--- config.mk ---
export PLATFORM = sky130hd
export DESIGN_NAME = clock_time_ctrl
export DESIGN_NICKNAME = d
export VERILOG_FILES = /design/src/rtl/clock_time_ctrl.sv
export SDC_FILE = /design/constraint.sdc
export NUM_CORES = 1
export LEC_CHECK = 0
export CORE_MARGIN = 4
export CORE_UTILIZATION = 40
export CTS_BUF_LIST = sky130_fd_sc_hd__clkbuf_4 sky130_fd_sc_hd__clkbuf_8
export DETAILED_ROUTE_END_ITERATION = 16
export GPL_TIMING_DRIVEN = 0
export PLACE_DENSITY_LB_ADDON = 0.3
export SYNTH_ARGS = -nofsm -noshare
export SYNTH_HDL_FRONTEND = slang
export SYNTH_SLANG_ARGS = --single-unit
--- constraint.sdc ---
create_clock -name clk -period 2.6 [get_ports clk]
set_input_delay 0.78 -clock clk [delete_from_list [all_inputs] [get_ports clk]]
set_output_delay 0.78 -clock clk [all_outputs]
set_load 0.005 [all_outputs]
--- src/rtl/clock_time_ctrl.sv ---
// Timekeeping controller: 1 Hz prescaler, hh:mm:ss counters and a button-sequenced set mode.
// Optional alarm (alarm set modes, alarm_arm/alarm_o) is built when CLOCK_ALARM_EN is defined.
module clock_time_ctrl #(
    parameter int unsigned TICK_DIV  = 50_000_000
`ifdef CLOCK_ALARM_EN
    ,
    parameter int unsigned ALARM_LEN = 30
`endif
) (
    input  logic       clk,
    input  logic       rst_n,
    input  logic       mode_btn,
    input  logic       inc_btn,
`ifdef CLOCK_ALARM_EN
    input  logic       alarm_arm,
    output logic       alarm_o,
`endif
    output logic [5:0] sec,
    output logic [5:0] min,
    output logic [4:0] hour,
    output logic [2:0] mode,
    output logic [2:0] blink_mask,
    output logic       tick_o
);

    localparam int unsigned PW = (TICK_DIV > 1) ? $clog2(TICK_DIV) : 1;

    typedef enum logic [2:0] {
        RUN      = 3'd0,
        SET_HOUR = 3'd1,
        SET_MIN  = 3'd2,
        SET_SEC  = 3'd3
`ifdef CLOCK_ALARM_EN
        ,
        AL_HOUR  = 3'd4,
        AL_MIN   = 3'd5
`endif
    } state_t;

    state_t        state;
    state_t        state_nx;
    logic [2:0]    mask_nx;
    logic [PW-1:0] presc;
    logic          mode_q;
    logic          inc_q;
    logic          mode_press;
    logic          inc_press;
    logic          mode_act;
    logic          inc_act;
    logic          tick_now;
    logic [5:0]    sec_nx;
    logic [5:0]    min_nx;
    logic [4:0]    hour_nx;

    function automatic logic [5:0] wrap59(input logic [5:0] v);
        return (v == 6'd59) ? 6'd0 : v + 6'd1;
    endfunction

    function automatic logic [4:0] wrap23(input logic [4:0] v);
        return (v == 5'd23) ? 5'd0 : v + 5'd1;
    endfunction

    assign mode = state;

    // Press detection, tick qualification, carry chain and mode sequencing
    always_comb begin
        mode_press = mode_btn & ~mode_q;
        inc_press  = inc_btn & ~inc_q;
`ifdef CLOCK_ALARM_EN
        // a press that silences the alarm is consumed
        mode_act   = mode_press & ~alarm_o;
        inc_act    = inc_press & ~alarm_o;
`else
        mode_act   = mode_press;
        inc_act    = inc_press;
`endif
        tick_now   = (state == RUN) && !mode_act && (presc == PW'(TICK_DIV - 1));

        sec_nx  = wrap59(sec);
        min_nx  = (sec == 6'd59) ? wrap59(min) : min;
        hour_nx = (sec == 6'd59 && min == 6'd59) ? wrap23(hour) : hour;

        state_nx = RUN;
        case (state)
            RUN:      state_nx = SET_HOUR;
            SET_HOUR: state_nx = SET_MIN;
            SET_MIN:  state_nx = SET_SEC;
`ifdef CLOCK_ALARM_EN
            SET_SEC:  state_nx = AL_HOUR;
            AL_HOUR:  state_nx = AL_MIN;
            AL_MIN:   state_nx = RUN;
`else
            SET_SEC:  state_nx = RUN;
`endif
            default:  state_nx = RUN;
        endcase

        mask_nx = 3'b000;
        case (state_nx)
            SET_HOUR: mask_nx = 3'b100;
            SET_MIN:  mask_nx = 3'b010;
            SET_SEC:  mask_nx = 3'b001;
`ifdef CLOCK_ALARM_EN
            AL_HOUR:  mask_nx = 3'b100;
            AL_MIN:   mask_nx = 3'b010;
`endif
            default:  mask_nx = 3'b000;
        endcase
    end

    // Mode FSM, prescaler and time counters; a mode press pre-empts everything else
    always_ff @(posedge clk) begin
        if (!rst_n) begin
            state      <= RUN;
            blink_mask <= 3'b000;
            presc      <= '0;
            tick_o     <= 1'b0;
            sec        <= 6'd0;
            min        <= 6'd0;
            hour       <= 5'd0;
            mode_q     <= 1'b0;
            inc_q      <= 1'b0;
        end else begin
            mode_q <= mode_btn;
            inc_q  <= inc_btn;
            tick_o <= 1'b0;
            if (mode_act) begin
                state      <= state_nx;
                blink_mask <= mask_nx;
                presc      <= '0;
            end else if (state == RUN) begin
                if (tick_now) begin
                    presc  <= '0;
                    tick_o <= 1'b1;
                    sec    <= sec_nx;
                    min    <= min_nx;
                    hour   <= hour_nx;
                end else begin
                    presc <= presc + PW'(1);
                end
            end else if (inc_act) begin
                case (state)
                    SET_HOUR: hour <= wrap23(hour);
                    SET_MIN:  min  <= wrap59(min);
                    SET_SEC:  sec  <= wrap59(sec);
                    default:  ;
                endcase
            end
        end
    end

`ifdef CLOCK_ALARM_EN
    localparam int unsigned AW = (ALARM_LEN > 1) ? $clog2(ALARM_LEN + 1) : 1;

    logic [4:0]    alarm_hour;
    logic [5:0]    alarm_min;
    logic [AW-1:0] alarm_cnt;

    // Alarm time registers and alarm_o lifetime (counted in further ticks)
    always_ff @(posedge clk) begin
        if (!rst_n) begin
            alarm_hour <= 5'd0;
            alarm_min  <= 6'd0;
            alarm_cnt  <= '0;
            alarm_o    <= 1'b0;
        end else begin
            if (inc_act && !mode_act && state == AL_HOUR) alarm_hour <= wrap23(alarm_hour);
            if (inc_act && !mode_act && state == AL_MIN)  alarm_min  <= wrap59(alarm_min);
            if (alarm_o) begin
                if (!alarm_arm || mode_press || inc_press) begin
                    alarm_o <= 1'b0;
                end else if (tick_now) begin
                    if (alarm_cnt == AW'(ALARM_LEN - 1)) alarm_o <= 1'b0;
                    else alarm_cnt <= alarm_cnt + AW'(1);
                end
            end else if (tick_now && alarm_arm && hour_nx == alarm_hour &&
                         min_nx == alarm_min && sec_nx == 6'd0) begin
                alarm_o   <= 1'b1;
                alarm_cnt <= '0;
            end
        end
    end
`endif

endmodule

==> metrics <==
drt pass-1 iters 4; Area Growth Syn to Fin 17.6%; reg-to-reg slack, setup 0.27 ns; Crit Reg-Reg Startpoint mode[1]$_SDFFE_PN0P_; Worst EP arrival 2.74 ns; r2r worst-path depth 7; fin crit share 96.1%; die area 7770 um^2; Hold Crit Depth 2; leakage 0.950 nW; status completed; All-Layer GR Usage 15.5%; Hold WC Path Type register to register; Final TNS setup 0 ns; fin nets 343; Crit Path Class input port to register; ant diodes 0; Die Wd 88.1 um; Cell Area, Placed 2910 um^2; commonest cells in the netlist dfxtp_1, nor2_1, nand2_1, xnor2_1, nand3_1; ys flop type dfxtp_1; placed insts 399; post-synthesis cell area 2570 um^2; antenna-violating nets left 0; peak supply drop 0.303 mV; Synth area leader dfxtp_1; power density over the cells 469 nW/um^2; IO Port Bufs 25; via-per-instance ratio 5.37; DRC Markers 0; total CTS buffers 5; largest net degree at the start of global routing 15; Setup crit start kind input port; final setup violating endpoints 0; Max-Cap Viols 0; most frequent cell after synthesis dfxtp_1; Final Slew Violations 0; vias in the first global route 2168; root buf cell clkbuf_8; clock sink count 51; Cells after Synth 299; CP required 2.84 ns; final hold violations 0; Core ar. 6060 um^2; final core utilization 49.9%; Synth Register Bits 51; Initial DRC Count 56; DIE HEIGHT 88.1 um; Synth top area share 39.7%; boundary pin count 28; final cell count without fillers 407; Hold Path Sink blink_mask[2]$_SDFFE_PN0P_; TritonCTS clock tree done; Post-CTS Setup Repair Bufs 0; post-placement setup slack -0.233 ns; drt total wl 5500 um; Post-DP HPWL 4020 um; Async SR Flop Fraction 0%; Netlist cell types 48; Reg clk slew, reported paths 0.09 ns; Ys Warns 0; Worst R2R End hour[1]$_SDFFE_PN0P_; Worst slew margin 62.9%; share of cells above drive strength 1 6.63%; post-route cell area 3020 um^2; synthesized net count 311; via count 2186; antenna violations before repair 0; CP endpoint kind register; unrepaired setup endpoints after global routing no; routed len/inst 13.5 um; Hold Startpoint blink_mask[2]$_SDFFE_PN0P_; EDFF count, synth 0; sequential-to-total area share from yosys stat 39.7%; GRT overflow 0; clock buffer depth 2; global-route wire length before repair 9600 um; Worst Tran Pin Value 0.554 ns; worst clock skew 0.00569 ns; min cycle time layout 2.50 ns; row count 28; GPL Wtd Cong 0.825; Mean Syn Cell Area 8.59 um^2; Starting Density 42.4%; Worst-Skew Late Latency 0.31 ns; H-tree depth 2; synth top area cells dfxtp_1, xnor2_1, nor2_1; final setup margin 0.102 ns; Max Clk Rate 400 MHz; CP Max Fanout 8
flip-flops by register name, indices dropped and copies added (netlist names):
name / flops
blink_mask: 3
hour: 5
inc_q: 1
min: 6
mode: 2
mode_q: 1
presc: 26
sec: 6
tick_o: 1
logic make-up after synthesis:
family	count (synthesis)	synth area share, %
AO/OA/AOI/OAI	46	13.3
XOR/XNOR	23	7.84
adder cells (fa/ha/maj)	8	3.90
buffers and inverters	25	4.09
flip-flops	51	39.7
multiplexers	4	1.56
other	1	0.146
AND/OR/NAND/NOR	141	29.4
layer usage:
layer  wire, um  GRT usage, %  vias up
li1           -             -     1128
met1       2570          18.9     1007
met2       2670          26.0       40
met3        175          4.52       11
met4         87          5.63        0
met5          0             0        -
final cells by class:
type | count | area [um^2]
inverters | 11 | 41.3
fillers | 600 | 3040
flip-flops and latches | 51 | 1020
plain buffers | 14 | 63.8
clock buffers | 8 | 104
well taps | 75 | 93.8
repair buffers | 25 | 250
multi-input cells | 223 | 1450
where the power goes:
part	leakage, nW	internal (mW)	switching, mW
clock	0.0549	0.254	0.255
combinational	0.483	0.0428	0.0679
sequential	0.412	0.790	0.00794
total	0.950	1.09	0.331
worst max-delay path by stage:
stage                  start                   end  slack (ns)  cells past startpoint
detailed placement   inc_btn  hour[1]$_SDFFE_PN0P_       -0.23                      7
CTS                  inc_btn  hour[1]$_SDFFE_PN0P_        0.09                      7
floorplan           mode_btn   min[0]$_SDFFE_PN0P_        0.41                      5
global placement     inc_btn  hour[1]$_SDFFE_PN0P_       -0.19                      7
global route        mode_btn   min[0]$_SDFFE_PN0P_        0.03                      6
finish              mode_btn   min[0]$_SDFFE_PN0P_        0.10                      6
cells in the final DEF, fill, tap and decap left out, types with 4 or more instances in the layout:
master / count
a21boi_1: 5
nor3_1: 7
xnor2_1: 17
inv_1: 11
or4_1: 5
o211ai_1: 5
nor2_1: 33
mux2i_1: 4
clkbuf_8: 7
dfxtp_1: 51
a21oi_1: 5
xor2_1: 6
nand3_1: 14
nand2_1: 29
nor2b_1: 5
and3_1: 5
o21ai_0: 7
clkdlybuf4s50_1: 25
a21boi_0: 5
nand4_1: 8
nor4_1: 6
ha_1: 8
clkbuf_1: 9
nand2b_1: 6
critical path, cell delays in order:
cell and delay (ns):
clkdlybuf4s50_1 0.43, nor2b_1 0.14, clkbuf_1 0.19, o41a_1 0.56, or4_1 0.51, a21boi_1 0.13
metrics by stage:
step	power, mW	hold slack, ns
finish	1.42	0.470
detailed placement	0.927	0.462
global route	1.48	0.519
CTS	1.44	0.474
floorplan	0.887	0.460
global placement	0.925	0.454
what timing repair did:
action,in CTS,in global routing
hold endpoints to repair,0,0
resized for setup,0,1
hold buffers,0,0
endpoints found under the setup margin,0,5
Power figures use the tool's default switching activity.
